--- config.mk ---
export PLATFORM = sky130hd
export DESIGN_NAME = systolic_host_driver
export DESIGN_NICKNAME = d
export VERILOG_FILES = /design/src/rtl/systolic_host_driver.sv
export SDC_FILE = /design/constraint.sdc
export NUM_CORES = 1
export LEC_CHECK = 0
export CAP_MARGIN = 25
export CORE_ASPECT_RATIO = 0.8
export CORE_MARGIN = 3
export CORE_UTILIZATION = 50
export CTS_CLUSTER_DIAMETER = 200
export CTS_CLUSTER_SIZE = 10
export DETAILED_ROUTE_END_ITERATION = 8
export PLACE_DENSITY = 0.73
export SYNTH_ARGS = -nofsm -noshare
export SYNTH_HDL_FRONTEND = slang
export SYNTH_SLANG_ARGS = --single-unit
--- constraint.sdc ---
create_clock -name clk -period 2.2 [get_ports clk]
set_input_delay 0.22 -clock clk [delete_from_list [all_inputs] [get_ports clk]]
set_output_delay 0.22 -clock clk [all_outputs]
set_load 0.03 [all_outputs]
--- src/rtl/systolic_host_driver.sv ---
// Purpose     : host-side driver for the 4x4 systolic MAC; latches A/B, arms the array,
//               streams operand beats and captures result beats into a 16x32 buffer.
// Latency     : >= 14 cycles start->done (1 arm, 4 operand, 8 result, 1 done); res_data 1 cycle.
// Backpressure: operand beat held stable while mac_dest_ready=0; result side always ready in
//               WAIT_RX; TIMEOUT idle cycles on either handshake abort the job with err_timeout.
//
// Ports:
//   clk, reset        rising-edge clock, async active-low reset
//   cfg_a, cfg_b      4x4 signed int8 matrices, element [r][c] at bits [127-8*(4r+c) -: 8]
//   start             job request, honoured only in IDLE
//   busy/done/err_timeout   job status (done is a 1-cycle pulse, err_timeout is sticky)
//   mac_valid_in      1-cycle arm strobe to the array
//   mac_data, mac_src_valid, mac_dest_ready     operand beat handshake (driver -> array)
//   mac_data_out, mac_dest_valid, mac_src_ready result beat handshake (array -> driver)
//   res_addr, res_data   registered read port into the result buffer (row*4+col)
//   cycle_count       busy cycles of the last job, saturating

module systolic_host_driver #(
  parameter int N_TX_BEATS = 4,
  parameter int N_RX_BEATS = 8,
  parameter int TIMEOUT    = 1024
) (
  input  logic         clk,
  input  logic         reset,
  input  logic [127:0] cfg_a,
  input  logic [127:0] cfg_b,
  input  logic         start,
  output logic         busy,
  output logic         done,
  output logic         err_timeout,
  output logic         mac_valid_in,
  output logic [63:0]  mac_data,
  output logic         mac_src_valid,
  input  logic         mac_dest_ready,
  input  logic         mac_dest_valid,
  input  logic [63:0]  mac_data_out,
  output logic         mac_src_ready,
  input  logic [3:0]   res_addr,
  output logic [31:0]  res_data,
  output logic [15:0]  cycle_count
);

  localparam int TXW = $clog2(N_TX_BEATS);
  localparam int RXW = $clog2(N_RX_BEATS);
  localparam int TOW = $clog2(TIMEOUT + 1);

  localparam logic [TXW-1:0] TX_LAST = TXW'(N_TX_BEATS - 1);
  localparam logic [RXW-1:0] RX_LAST = RXW'(N_RX_BEATS - 1);
  localparam logic [TOW-1:0] TO_LAST = TOW'(TIMEOUT - 1);

  typedef enum logic [2:0] {
    S_IDLE,
    S_ARM,
    S_SEND,
    S_WAIT_RX,
    S_FIN
  } state_t;

  state_t         state;
  state_t         state_nxt;
  logic [127:0]   a_q;
  logic [127:0]   b_q;
  logic [TXW-1:0] tx_cnt;
  logic [RXW-1:0] rx_cnt;
  logic [TOW-1:0] to_cnt;
  logic [31:0]    result [16];
  logic [63:0]    beat;

  logic start_acc;
  logic tx_fire;
  logic rx_fire;
  logic stalled;
  logic to_hit;

  // Handshake qualifiers. Valid/ready on the driver side are pure state
  // decodes, so a fire only needs the state plus the array's signal.
  assign start_acc = (state == S_IDLE) && start;
  assign tx_fire   = (state == S_SEND) && mac_dest_ready;
  assign rx_fire   = (state == S_WAIT_RX) && mac_dest_valid;
  assign stalled   = ((state == S_SEND) && !mac_dest_ready) ||
                     ((state == S_WAIT_RX) && !mac_dest_valid);
  // Fires on the TIMEOUT-th consecutive stall cycle of the current state.
  assign to_hit    = stalled && (to_cnt == TO_LAST);

  // Next-state logic.
  always_comb begin
    state_nxt = state;
    case (state)
      S_IDLE:    if (start) state_nxt = S_ARM;
      S_ARM:     state_nxt = S_SEND;
      S_SEND: begin
        if (tx_fire && (tx_cnt == TX_LAST)) state_nxt = S_WAIT_RX;
        else if (to_hit)                    state_nxt = S_IDLE;
      end
      S_WAIT_RX: begin
        if (rx_fire && (rx_cnt == RX_LAST)) state_nxt = S_FIN;
        else if (to_hit)                    state_nxt = S_IDLE;
      end
      S_FIN:     state_nxt = S_IDLE;
      default:   state_nxt = S_IDLE;
    endcase
  end

  // Operand beat k: row k of A in the upper word, column k of B in the lower
  // word, first element in the most significant byte of each half.
  always_comb begin
    beat        = '0;
    beat[63:32] = a_q[127 - 32*int'(tx_cnt) -: 32];
    for (int r = 0; r < 4; r++) begin
      beat[31 - 8*r -: 8] = b_q[127 - 8*(4*r + int'(tx_cnt)) -: 8];
    end
  end

  // Outputs are decodes of the state register; mac_data is forced to zero
  // outside SEND so idle/reset values are clean.
  assign busy          = (state == S_ARM) || (state == S_SEND) || (state == S_WAIT_RX);
  assign done          = (state == S_FIN);
  assign mac_valid_in  = (state == S_ARM);
  assign mac_src_valid = (state == S_SEND);
  assign mac_src_ready = (state == S_WAIT_RX);
  assign mac_data      = (state == S_SEND) ? beat : 64'd0;

  // Control state and counters.
  always_ff @(posedge clk or negedge reset) begin
    if (!reset) begin
      state       <= S_IDLE;
      a_q         <= '0;
      b_q         <= '0;
      tx_cnt      <= '0;
      rx_cnt      <= '0;
      to_cnt      <= '0;
      err_timeout <= 1'b0;
      cycle_count <= '0;
    end else begin
      state <= state_nxt;

      if (start_acc) begin
        a_q <= cfg_a;
        b_q <= cfg_b;
      end

      if (start_acc)    tx_cnt <= '0;
      else if (tx_fire) tx_cnt <= tx_cnt + 1'b1;

      if (start_acc)    rx_cnt <= '0;
      else if (rx_fire) rx_cnt <= rx_cnt + 1'b1;

      // Idle counter restarts on any handshake or state change so each
      // handshake gets a full TIMEOUT window.
      if ((state_nxt != state) || tx_fire || rx_fire) to_cnt <= '0;
      else if (stalled)                               to_cnt <= to_cnt + 1'b1;

      if (start_acc)   err_timeout <= 1'b0;
      else if (to_hit) err_timeout <= 1'b1;

      if (start_acc)                              cycle_count <= '0;
      else if (busy && (cycle_count != 16'hFFFF)) cycle_count <= cycle_count + 16'd1;
    end
  end

  // Result buffer: beat j carries result[2j] in the upper word and
  // result[2j+1] in the lower word. Contents survive a timeout.
  always_ff @(posedge clk or negedge reset) begin
    if (!reset) begin
      for (int i = 0; i < 16; i++) begin
        result[i] <= '0;
      end
    end else if (rx_fire) begin
      result[{rx_cnt, 1'b0}] <= mac_data_out[63:32];
      result[{rx_cnt, 1'b1}] <= mac_data_out[31:0];
    end
  end

  // Registered read port; a same-cycle write is not forwarded.
  always_ff @(posedge clk or negedge reset) begin
    if (!reset) begin
      res_data <= '0;
    end else begin
      res_data <= result[res_addr];
    end
  end

endmodule

# Word-level counts from Yosys, hierarchy flattened
# Index checks and enable logic that the tools add are counted.
[totals]
regBits = 836
rom_bits = 0
elab_cells = 108
latch_bits = 0
mem_bits_rw = 0
n_memories = 0
[op_classes]
bitwise = 3
n_div = 0
n_eq_ne = 9
mux = 25
shift = 5
mul = 0
reduce_logical = 24
order_cmp = 5
add_sub_neg = 12
[op_table]
columns = ["operator", "count"]
rows = [
  ["512-bit bitwise mux", 2],
  ["135-bit by 8-bit variable part select with 8-bit output", 2],
  ["135-bit by 9-bit variable part select with 8-bit output", 2],
  ["32-bit demux with 4-bit select", 2],
  ["159-bit by 8-bit variable part select with 32-bit output", 1],
  ["32-bit binary-select mux with 4-bit select", 1],
  ["32-bit 2-to-1 mux", 4],
  ["64-bit 2-to-1 mux", 1],
  ["16-bit 2-to-1 mux", 2],
  ["11-bit 2-to-1 mux", 2],
  ["3-bit 2-to-1 mux", 6],
  ["7-bit by 8-bit subtractor with 9-bit output (first input constant)", 2],
  ["16-bit by 1-bit adder with 16-bit output (second input constant)", 1],
  ["16-bit inequality test (second input constant)", 1],
  ["7-bit by 7-bit subtractor with 8-bit output (first input constant)", 2],
  ["5-bit greater-or-equal comparator (second input constant)", 3],
  ["4-bit inverter with 5-bit output", 3],
  ["3-bit one-hot mux with 4 select lines", 1],
  ["11-bit by 1-bit adder with 11-bit output (second input constant)", 1],
  ["11-bit by 10-bit equality test with 1-bit output (second input constant)", 1],
  ["1-bit logical AND", 11],
  ["4-bit by 2-bit adder with 5-bit output (first input constant)", 2],
  ["5-bit by 1-bit less-than comparator with 1-bit output (second input constant)", 2],
  ["2-bit nonzero test", 5],
  ["other kinds (14)", 23],
]

# Longest topological paths before layout
[logic_depth]
depth_word = 11
depth_mapped = 7
depth_no_buf = 5

# Worst setup path after synthesis
# Ideal clock, no wire load.
[synth_path]
path_kind = "register to output"
startpoint = "reg tx_cnt[0]"
endpoint = "out mac_data[10]"
setup_slack_ns = 0.115
required_time_ns = 1.980
arrival_time_ns = 1.865
path_stages_with_launch = 5
cell_sequence = "dfrtp_1 clkbuf_1 buf_2 mux4_2 and2_1"
[synth_via]
elab_chain_len = 4
[synth_lines]
columns = ["item", "line", "rtl"]
rows = [
  ["start: declaration", "63", "logic [TXW-1:0] tx_cnt;"],
  ["start signal: assignment", "143", "else if (tx_fire) tx_cnt <= tx_cnt + 1'b1;"],
  ["4-bit by 2-bit adder with 5-bit output", "110", "beat[31 - 8*r -: 8] = b_q[127 - 8*(4*r + int'(tx_cnt)) -: 8];"],
  ["7-bit by 8-bit subtractor with 9-bit output", "110", ""],
  ["135-bit by 9-bit variable part select with 8-bit output", "110", ""],
  ["64-bit 2-to-1 mux", "121", "assign mac_data = (state == S_SEND) ? beat : 64'd0;"],
  ["end: declaration", "32", "output logic [63:0] mac_data,"],
]
# No other way between the ends.

# Worst setup path after layout
[layout_path]
startpoint = "reg tx_cnt[0]"
endpoint = "out mac_data[6]"
# The elaborated chain is that of the path after synthesis.

==> results.tsv <==
metric	value	unit
grt_pass1_vias	26500	
netlist-cell-type-count	50	
async_flop_share	100	%
overflow	0	
layout_setup_ws	-0.442	ns
cts_buffers	93	
power_density	1380	nW/um^2
grt_pass1_wl	159000	um
cts_sinks	836	
globalplace.congestion	0.920	
io_pins	447	
violations	negative setup slack	
htree_num_levels	3	
drt_iter0_drc	2123	
ys.flop_type	dfrtp_1	
cp_slowest_cell	dfrtp_4	
vias	24700	
ys_ff_latch	836	
multi_input_area	15400	um^2
worstPathCellList	buf_4, buf_8, buf_12, mux4_2, and2_4, buf_6	
place_ws	-0.107	ns
clockBufferDepth	3	
final_cell_mix	dfrtp_1 (834), nand2_1 (792), mux2_2 (492)	
rsz0062_at_grt	true	
rows	88	
synth_edf_count	0	
dieArea	77200	um^2
ys_seq_area_share	56.6	%
r2r_end	result[215]$_DFFE_PN0P_	
leakage	21.8	nW
cp_max_fo	5	
whs	0.102	ns
die_h	249	um
fin_util	64.4	%
place_hpwl	70700	um
reg2reg_from	state[0]$_DFF_PN0_	
power	64.8	mW
cp-start-kind	flip-flop	
outcome	finished, violations left	
tightestPinTransition	0.718	ns
drtAntennaViolNets	0	
portBuffers	446	
min_period	2.64	ns
vdd_ir_drop_max	734	uV
final_nets	3621	
finalClockSkew	0.0207	ns
clock_latency	0.64	ns
grt_usage	26.8	%
synth_area	37000	um^2
cts_root_buffer	clkbuf_16	
fill_cells	5288	
ff2ff_setup_slack	0.08	ns
min_path_type	input pin to async pin	
regArea	20900	um^2
wirelength	103000	um
grt_max_degree	105	
syn-num-nets	3092	
cp_data_required_time	1.98	ns
synthToLayoutAreaGrowth	26.7	%
crit_type	flip-flop to output port	
post-route-period-util	120	%
ys_warn_count	0	
setup_violations	64	
critPathMaxStageDelay	0.53	ns
maxSlewHeadroom	51.8	%
finalSetupTns	-21.51	ns
mostFrequentLayoutCell	dfrtp_1	
cp-end-kind	output port	
postSynthCellCount	2758	
drc_errors	0	
cts_tree	yes	
clk_pin_slew	0.06	ns
hold_viol	0	
antenna_found_initial	26	
slew_viol_final	0	
start_util	50.9	%
rr_worst_depth	8	
vias_per_cell	5.80	
die_width	310	um
wl_per_cell	24.1	um
avgSynthCellArea	13.4	um^2
crit_arrival	2.42	ns
core	72700	um^2
drt_pass1_iterations	5	
drive_above_1_share	34.3	%
max_cap_violations	0	
fmax	378	MHz
[timing repair]
item / CTS / global route
pin swaps: 33 / 19
cloned: 5 / 2
setup endpoints to repair: 68 / 83
resized for setup: 366 / 60
endpoints found under the hold margin: 224 / 0
buffers inserted: 17 / 9
hold buffers: 1 / 0
[worst max-delay path: cells and delay by family (launching register included)]
family	cells	cell delay [ns]
buf+inv	4	0.55
flops	1	0.53
mux	1	0.50
simple gates	1	0.20
[through the flow]
step / instance area [um^2] / cells
after floorplan: 37000 / 2758
final: 46800 / 4258
after global placement: 43500 / 4106
after global routing: 46800 / 4252
after CTS: 46500 / 4230
after detailed placement: 43500 / 4106
[cells in the mapped netlist (all sizes together), types with 2 or more instances]
cell type,n,share of area [%]
or4,5,0.10
dfrtp,836,57
a31o,2,0.047
clkbuf,69,0.70
mux4,224,14
nand2b,4,0.088
ha,5,0.17
a21oi,10,0.14
a31oi,3,0.051
inv,5,0.051
nand3b,2,0.041
nand3,14,0.20
o31ai,4,0.081
o21ai,6,0.081
mux2,513,16
nor3b,6,0.12
nand2,793,8.1
nor2,22,0.23
mux2i,11,0.31
xor2,7,0.17
or3,5,0.085
nand4,8,0.14
and3,3,0.051
nor3,6,0.11
buf,106,1.5
and4,3,0.071
nor4,2,0.034
and2,69,1.2
a311o,2,0.054
[report_power, final]
part,switching (mW),internal [mW]
Sequential,4.11,22.5
Clock,5.89,7.64
Combinational,10.7,14.0
[layout make-up]
type / count / share of cell area [%]
diodes: 20 / 0.107
multi-input cells: 1742 / 33.0
clock inverters: 5 / 0.179
inverters: 5 / 0.0401
repair buffers: 609 / 14.5
flip-flops and latches: 836 / 44.7
well taps: 945 / 2.52
clock buffers: 96 / 5.04
[per-layer routing]
layer / part of all wire (%) / GRT usage [%] / vias to the layer above
li1: - / - / 10700
met4: 3.4 / 10.2 / 10
met5: 0.064 / 0 / -
met1: 42 / 36.8 / 13000
met3: 6.3 / 6.04 / 199
met2: 49 / 42.1 / 749
[sequential cells by signal, indices dropped and copies added (netlist names), 2 cells and up]
name,flops
a_q,128
b_q,128
cycle_count,16
res_data,32
result,512
rx_cnt,3
state,3
to_cnt,11
tx_cnt,2
[logic make-up (layout without fill, tap and decap cells)]
| logic type | Yosys count | in the layout | synth area share, % |
|---|---|---|---|
| DFF | 836 | 836 | 56.6 |
| AOI/OAI and AO/OA | 35 | 35 | 0.630 |
| adders and majority gates | 5 | 5 | 0.169 |
| xor gates and xnor gates | 7 | 7 | 0.166 |
| and+or+nand+nor | 947 | 947 | 10.6 |
| buffers and inverters | 180 | 715 | 2.25 |
| other | 0 | 20 | 0 |
| muxes | 748 | 748 | 29.6 |
[how the worst max path moves through the flow]
stage	startpoint	to	slack (ns)	cells past startpoint
detailed placement	mac_dest_valid	result[356]$_DFFE_PN0P_	-0.11	8
finish	tx_cnt[0]$_DFFE_PN0P_	mac_data[6]	-0.44	6
global route	tx_cnt[0]$_DFFE_PN0P_	mac_data[37]	-0.50	6
floorplan	tx_cnt[0]$_DFFE_PN0P_	mac_data[10]	0.11	4
CTS	tx_cnt[0]$_DFFE_PN0P_	mac_data[28]	-0.44	7
global placement	mac_dest_valid	result[326]$_DFFE_PN0P_	-0.08	8
No activity file was read; power rests on OpenSTA's default activity.
